`config.mk`:
```
export PLATFORM = sky130hd
export DESIGN_NAME = fifo_rd_packer
export DESIGN_NICKNAME = d
export VERILOG_FILES = /design/src/rtl/fifo_pkg.sv /design/src/rtl/stream_out_reg.sv /design/src/rtl/fifo_rd_packer.sv
export SDC_FILE = /design/constraint.sdc
export NUM_CORES = 1
export LEC_CHECK = 0
export CAP_MARGIN = 5
export CELL_PAD_IN_SITES_DETAIL_PLACEMENT = 0
export CELL_PAD_IN_SITES_GLOBAL_PLACEMENT = 1
export CORE_MARGIN = 3
export CORE_UTILIZATION = 41
export CTS_CLUSTER_DIAMETER = 150
export DETAILED_ROUTE_END_ITERATION = 8
export GPL_TIMING_DRIVEN = 0
export PLACE_DENSITY_LB_ADDON = 0.1
export RECOVER_POWER = 50
export REMOVE_ABC_BUFFERS = 1
export SLEW_MARGIN = 20
export SYNTH_ARGS = -nofsm -noshare
export SYNTH_HDL_FRONTEND = slang
export SYNTH_SLANG_ARGS = --single-unit
```
`constraint.sdc`:
```
create_clock -name clk -period 2.3 [get_ports clk]
set_input_delay 0.46 -clock clk [delete_from_list [all_inputs] [get_ports clk]]
set_output_delay 0.46 -clock clk [all_outputs]
set_load 0.005 [all_outputs]
```
`src/rtl/fifo_pkg.sv`:
```
// Shared types and helpers for the FIFO read-side packer.
// Holds the packer FSM encoding and the partial-word keep mask.
package fifo_pkg;

  typedef enum logic {
    COLLECT,
    FLUSH
  } packer_state_e;

  function automatic logic [31:0] keep_mask(input logic [31:0] c);
    return (32'd1 << c) - 32'd1;
  endfunction

endpackage

```
`src/rtl/stream_out_reg.sv`:
```
// Valid/ready holding register for the packed output word.
// A load is only issued while the slot is free or draining this cycle.
module stream_out_reg #(
  parameter int DW = 32,
  parameter int KW = 4
) (
  input  logic          clk,
  input  logic          rst,
  input  logic          ld,
  input  logic [DW-1:0] ld_data,
  input  logic [KW-1:0] ld_keep,
  input  logic          ld_last,
  input  logic          m_ready,
  output logic [DW-1:0] m_data,
  output logic [KW-1:0] m_keep,
  output logic          m_last,
  output logic          m_valid
);

  always_ff @(posedge clk or posedge rst) begin
    if (rst) begin
      m_data  <= '0;
      m_keep  <= '0;
      m_last  <= 1'b0;
      m_valid <= 1'b0;
    end else if (ld) begin
      m_data  <= ld_data;
      m_keep  <= ld_keep;
      m_last  <= ld_last;
      m_valid <= 1'b1;
    end else if (m_ready) begin
      m_valid <= 1'b0;
    end
  end

endmodule

```
`src/rtl/fifo_rd_packer.sv`:
```
// Pops narrow FIFO words and packs PACK_RATIO of them per output word.
// A flush closes a partial word with a keep mask and a last marker.
module fifo_rd_packer
  import fifo_pkg::*;
#(
  parameter int DATA_WIDTH = 8,
  parameter int PACK_RATIO = 4
) (
  input  logic                             clk,
  input  logic                             rst,
  input  logic [DATA_WIDTH-1:0]            fifo_rd_data,
  input  logic                             fifo_empty,
  output logic                             fifo_rd_en,
  input  logic                             flush,
  output logic [DATA_WIDTH*PACK_RATIO-1:0] m_data,
  output logic [PACK_RATIO-1:0]            m_keep,
  output logic                             m_last,
  output logic                             m_valid,
  input  logic                             m_ready,
  output logic                             flush_done,
  output logic                             busy
);

  localparam int CW = $clog2(PACK_RATIO);
  localparam int AW = (PACK_RATIO - 1) * DATA_WIDTH;
  localparam int OW = DATA_WIDTH * PACK_RATIO;
  localparam logic [CW-1:0] LAST = CW'(PACK_RATIO - 1);

  packer_state_e state;
  logic [CW-1:0] cnt;
  logic [AW-1:0] acc;

  logic            out_free;
  logic            pop;
  logic            full_ld;
  logic            flush_ld;
  logic            flush_end;
  logic            ld;
  logic [OW-1:0]   ld_data;
  logic [PACK_RATIO-1:0] ld_keep;
  logic            ld_last;

  assign out_free  = !m_valid || m_ready;
  assign pop       = !rst && state == COLLECT && !fifo_empty
                     && (cnt != LAST || out_free);
  assign fifo_rd_en = pop;
  assign full_ld   = pop && cnt == LAST;
  assign flush_ld  = state == FLUSH && cnt != '0 && out_free;
  assign flush_end = state == FLUSH && (cnt == '0 || out_free);
  assign ld        = full_ld || flush_ld;
  assign busy      = state == FLUSH || cnt != '0 || m_valid;

  // acc is cleared whenever a word closes, so unused lanes read as zero
  always_comb begin
    ld_data = {fifo_rd_data, acc};
    ld_keep = '1;
    ld_last = 1'b0;
    if (flush_ld) begin
      ld_data = {{DATA_WIDTH{1'b0}}, acc};
      ld_keep = PACK_RATIO'(keep_mask(32'(cnt)));
      ld_last = 1'b1;
    end
  end

  always_ff @(posedge clk or posedge rst) begin
    if (rst) begin
      state      <= COLLECT;
      cnt        <= '0;
      acc        <= '0;
      flush_done <= 1'b0;
    end else begin
      flush_done <= flush_end;
      if (pop) begin
        if (cnt == LAST) begin
          cnt <= '0;
          acc <= '0;
        end else begin
          acc[cnt*DATA_WIDTH +: DATA_WIDTH] <= fifo_rd_data;
          cnt <= cnt + CW'(1);
        end
      end
      if (flush_ld) begin
        cnt <= '0;
        acc <= '0;
      end
      unique case (state)
        COLLECT: if (flush) state <= FLUSH;
        FLUSH:   if (flush_end) state <= COLLECT;
        default: state <= COLLECT;
      endcase
    end
  end

  stream_out_reg #(
    .DW(OW),
    .KW(PACK_RATIO)
  ) u_out (
    .clk     (clk),
    .rst     (rst),
    .ld      (ld),
    .ld_data (ld_data),
    .ld_keep (ld_keep),
    .ld_last (ld_last),
    .m_ready (m_ready),
    .m_data  (m_data),
    .m_keep  (m_keep),
    .m_last  (m_last),
    .m_valid (m_valid)
  );

endmodule
```
=== Word-level counts from Yosys, hierarchy flattened ===
Cells that the tools add are included.

* Input port bits: 13
* Word-level logic and storage cells: 52
* Flip-flop bits (word level): 66
* Output and inout port bits: 41

* Shift operators: 3
* Multiplexer cells: 15
* Eq/ne operators: 2
* Reduce and logical (&&, ||, !) cells: 20
* Bitwise logic cells: 1
* Add/sub/neg operators: 3

{| class="wikitable"
|+ Operators with widths
! operator !! number
|-
| 24-bit 2-to-1 mux || 3
|-
| 5-bit negation with 34-bit output || 1
|-
| 8-bit by 34-bit variable shift with 24-bit output (first input constant) || 1
|-
| 8-bit by 34-bit variable part select with 24-bit output || 1
|-
| 32-bit 2-to-1 mux || 1
|-
| 24-bit bitwise mux || 1
|-
| 1-bit logical AND || 7
|-
| 1-bit logical OR || 6
|-
| 2-bit 2-to-1 mux || 3
|-
| 2-bit nonzero test || 3
|-
| 1-bit 2-to-1 mux || 5
|-
| 4-bit 2-to-1 mux || 1
|-
| 1-bit by 2-bit << shifter with 4-bit output (first input constant) || 1
|-
| 4-bit by 1-bit subtractor with 4-bit output (second input constant) || 1
|-
| 1-bit zero test || 3
|-
| 2-bit by 1-bit adder with 2-bit output (second input constant) || 1
|-
| 2-bit == test (second input constant) || 1
|-
| 2-bit zero test || 1
|-
| 2-bit inequality test (second input constant) || 1
|-
| 1-bit case mux with 2 select lines || 1
|-
| 1-bit inverter || 1
|}

=== Longest topological paths before layout ===
Gate-level depths: netlist of run 1.

* Word-level depth: 7
* Gate-level depth with buffers: 7
* Gate-level depth less buffers: 6

=== Hierarchy ===
Synthesis of run 1 repeated with hierarchy kept, for this count alone.

* Cell total of the unflattened synthesis: 229
* Area, all modules: 3000.4 um^2

{| class="wikitable"
|+ By module, submodules not included
! module !! instances !! area an instance (um^2) !! cells each !! sequential area each (um^2)
|-
| fifo_rd_packer || 1 || 1507.7 || 147 || 700.7
|-
| stream_out_reg || 1 || 1492.7 || 82 || 950.9
|}

=== Worst setup path before layout of run 1 ===
OpenSTA, ideal clock, no wires.

* Kind: register to register
* Start: reg cnt[0]
* End: reg u_out.m_data[0]
* Path buffers: 2
* Setup time: 0.125 ns
* Clock period less this slack: 2.079 ns
* Data arrival time: 1.954 ns
* Required time: 2.175 ns
* Setup slack: 0.221 ns
* Cell stages (with the launch flop): 8
* Cell sequence: dfrtp_1 -> inv_1 -> ha_1 -> nor3b_2 -> or2_2 -> buf_4 -> buf_6 -> mux2_2

* Word-level cells in the longest chain between the ends: 5
* Elaborated cells on any way between the ends: 9
* Those cells by class: eq/ne (2); reduce/logical (7)

{| class="wikitable"
|+ RTL lines
! item !! RTL line !! source
|-
| from (decl) || fifo_rd_packer.sv:30 || <nowiki>logic [CW-1:0] cnt;</nowiki>
|-
| from (signal assigned) || fifo_rd_packer.sv:79 || <nowiki>cnt <= cnt + CW'(1);</nowiki>
|-
| 2-bit inequality test || fifo_rd_packer.sv:45 || <nowiki>&& (cnt != LAST || out_free);</nowiki>
|-
| 1-bit logical OR || fifo_rd_packer.sv:45 ||
|-
| 1-bit logical AND || fifo_rd_packer.sv:45 ||
|-
| 1-bit logical AND || fifo_rd_packer.sv:47 || <nowiki>assign full_ld = pop && cnt == LAST;</nowiki>
|-
| 1-bit logical OR (*) || fifo_rd_packer.sv:50 || <nowiki>assign ld = full_ld || flush_ld;</nowiki>
|-
| to (signal assigned) || stream_out_reg.sv:27 || <nowiki>m_data <= ld_data;</nowiki>
|-
| to (decl) || stream_out_reg.sv:14 || <nowiki>output logic [DW-1:0] m_data,</nowiki>
|}

Mark *: on every way between the ends. The rest lies on a longest branch, timed or not.
A chain may end at the register's enable or synchronous reset.

=== Worst setup path in the final report of run 1 ===
* Start: in rst
* End: reg u_out.m_data[12]

* Word-level cells in the longest chain between the ends: 6

{| class="wikitable"
|+ RTL lines
! item !! RTL line !! source
|-
| from (decl) || fifo_rd_packer.sv:10 || <nowiki>input logic rst,</nowiki>
|-
| 1-bit zero test (no source line) || n/a ||
|-
| 1-bit logical AND (2 in series) || fifo_rd_packer.sv:44 || <nowiki>assign pop = !rst && state == COLLECT && !fifo_empty</nowiki>
|-
| 1-bit logical AND || fifo_rd_packer.sv:45 ||
|-
| 1-bit logical AND || fifo_rd_packer.sv:47 ||
|-
| 1-bit logical OR || fifo_rd_packer.sv:50 ||
|}

No other way between the ends.

==> results.cfg, run 1 <==
[global_routing]
grt_first_pass_wirelength_um = 10600
grt-ovfl-total = 0
antenna_found_initial = 0
grt_usage_pct = 18.6
grt_max_degree = 44
grt_pass1_vias = 2002

[floorplan]
die_h_um = 86.7
dieArea_sq_um = 7520
ios = 54
start_util_pct = 43.8
core_area_sq_um = 6100
rows = 28
die_w_um = 86.7

[critical_path]
worst_setup_path_start_kind = input port
critPathBufInv = 2
cp_top_family = simple AND/OR/NAND/NOR gates
slowest_stage = clkdlybuf4s50_1
arrival_ns = 2.45
end_kind = flop
crit_chain = clkdlybuf4s50_1, or3_4, buf_4, nor3b_4, or2_4, mux2_2
cpPeakStageDelay_ns = 0.46
path_max_fanout = 24
worstSetupPathType = input port to flop
required_ns = 2.53

[synthesis]
yosys.area.top_type = dfrtp_1
yosysSeqAreaShare_pct = 61.9
syn_avg_cell_area_sq_um = 13.7
synthesis.area_sq_um = 2670
ys_ff_latch = 66
synth_cell_type_count = 28
yosysTopAreaCellShare_pct = 61.9
yosysWarnings = 0
synth.area.top_cells = dfrtp_1, mux2_2, a32o_1
synthCells = 195

[sta]
slew_violations = 0
fmax_ghz = 0.450
tightest_slew_ns = 1.04
slew_headroom_pct = 30.7
min_period_ns = 2.22
setup_viol = 0
final.setup_skew_ns = 0.00779
hold_slack_ns = 0.442
rsz0062_at_grt = true
period_share_pct = 96.7
hold_viol_final = 0

[cells_and_area]
finalNetCount = 282
final_common_cell = dfrtp_1
area_growth_pct = 33.6
final_cells = 342
fill_cells = 528
drive_above_1_share_pct = 24.7
diodes = 0
layout_common_cells = dfrtp_1, clkdlybuf4s50_1, mux2_2, a32o_1, nand2_1

[routing]
drt_iter0_markers = 68
vias = 1866
vias_per_cell = 5.46
finalWirelength_um = 6100
first_pass_iters = 4
ant_nets = 0
drc = 0
wl_per_cell_um = 17.8

[placed_design]
placed_cells = 317
gp_congestion = 0.684
place.detailed.hpwl_um = 3790
portBuffers = 53

[clocking]
htreeDepth = 3
clk_pin_slew_ns = 0.08
clk_path_buf_depth = 2
cts_buffers = 9
cts_tree = built
cts_sinks = 66
clkLatencyLatePin_ns = 0.34
root_buffer = clkbuf_8

[power]
power_density_nw_per_um2 = 1020
peakVddDrop_mv = 0.559
p_leak_nw = 1.65
total_power_mw = 3.64

[run_status]
status = completed

[flow_run]
drv_cap = 0

[min_path]
hold_path.class = input port to asynchronous set/reset pin
-- flip-flops by register name, summed over array words and instances, names as in the netlist --
name	cells
acc	24
u_out.m_valid	1
u_out.m_last	1
flush_done	1
cnt	2
u_out.m_keep	4
state	1
u_out.m_data	32
-- where the power goes --
| group | internal, mW | leakage, nW | switching [mW] |
|---|---|---|---|
| registers | 1.40 | 0.896 | 0.130 |
| logic | 0.617 | 0.649 | 0.508 |
| clock network | 0.527 | 0.103 | 0.453 |
| total | 2.55 | 1.65 | 1.09 |
-- logic make-up after synthesis --
logic type / Yosys count / share of synthesized area [%]
DFF: 66 / 61.9
AOI/OAI and AO/OA: 41 / 12.5
adders and majority gates: 7 / 3.28
muxes: 26 / 10.9
and+or+nand+nor: 44 / 9.18
buffers and inverters: 11 / 2.25
-- final cells by class --
| class | count | area (sq um) | share of cell area (%) |
|---|---|---|---|
| Clock buffer | 11 | 141 | 3.96 |
| Clock inverter | 5 | 53.8 | 1.51 |
| Inverter | 3 | 13.8 | 0.386 |
| Multi-Input combinational cell | 119 | 1010 | 28.2 |
| Sequential cell | 66 | 1650 | 46.4 |
| Tap cell | 75 | 93.8 | 2.63 |
| Timing Repair Buffer | 63 | 604 | 16.9 |
-- cells in the mapped netlist, drive strengths merged --
master and n:
or3 3, or3b 1, a21oi 1, nand3 1, mux2i 1, a21o 1
clkbuf 5, o21a 1, nor2 7, nor2b 2, dfrtp 66, nor3b 2
inv 3, o21ai 14, ha 7, buf 3, nand2b 1, nor4b 1
nand3b 1, a32o 24, nor3 1, and2b 1, or2 1, mux2 25
nand2 22
-- layer usage --
layer	track usage [%]	routed length, um
met1	25.1	2830
met2	28.2	2880
met3	5.13	311
met4	7.65	90
met5	0	0
-- final timing paths --
path                                                  start                           end  slack [ns]  cells after the start
max in group asynchronous                               rst   u_out.m_data[4]$_DFFE_PP0P_        0.56                      3
min in group clk                u_out.m_keep[0]$_DFFE_PP0P_   u_out.m_keep[0]$_DFFE_PP0P_        0.47                      1
worst max-delay path                                    rst  u_out.m_data[12]$_DFFE_PP0P_        0.08                      6
worst min-delay path                                    rst          flush_done$_DFF_PP0_        0.44                      2
worst min register to register  u_out.m_keep[0]$_DFFE_PP0P_   u_out.m_keep[0]$_DFFE_PP0P_        0.47                      1
worst max register to register           cnt[0]$_DFFE_PP0P_            acc[0]$_DFFE_PP0P_        0.13                      6
-- timing repair --
action | CTS | global route
endpoints found under the setup margin | 35 | 37
hold buffers | 0 | 0
setup buffers | 6 | 2
pin swaps | 2 | 2
cloned | 1 | 0
gates resized for setup | 10 | 2
-- metrics by stage --
stage	area, sq um	setup TNS, ns	setup slack (ns)	util [%]
2_1_floorplan	2620	-4.73	-0.197	-
3_3_place_gp	3250	-117.36	-1.31	53.2
3_5_place_dp	3290	-32.99	-1.05	54.0
4_1_cts	3560	0	0.00712	58.4
5_1_grt	3570	-0.00639	-0.00639	58.5
6_report	3570	0	0.0767	58.5
Power figures use the tool's default switching activity.
==> run 2: changes to the inputs <==
--- a/config.mk
+++ b/config.mk
@@ -5,6 +5,7 @@
 export SDC_FILE = /design/constraint.sdc
 export NUM_CORES = 1
 export LEC_CHECK = 0
+export ABC_CLOCK_PERIOD_IN_PS = 2300
 export CAP_MARGIN = 5
 export CELL_PAD_IN_SITES_DETAIL_PLACEMENT = 0
 export CELL_PAD_IN_SITES_GLOBAL_PLACEMENT = 1
==> results of run 2 <==
Final layout, timing and power as in run 1 (identical DEF).
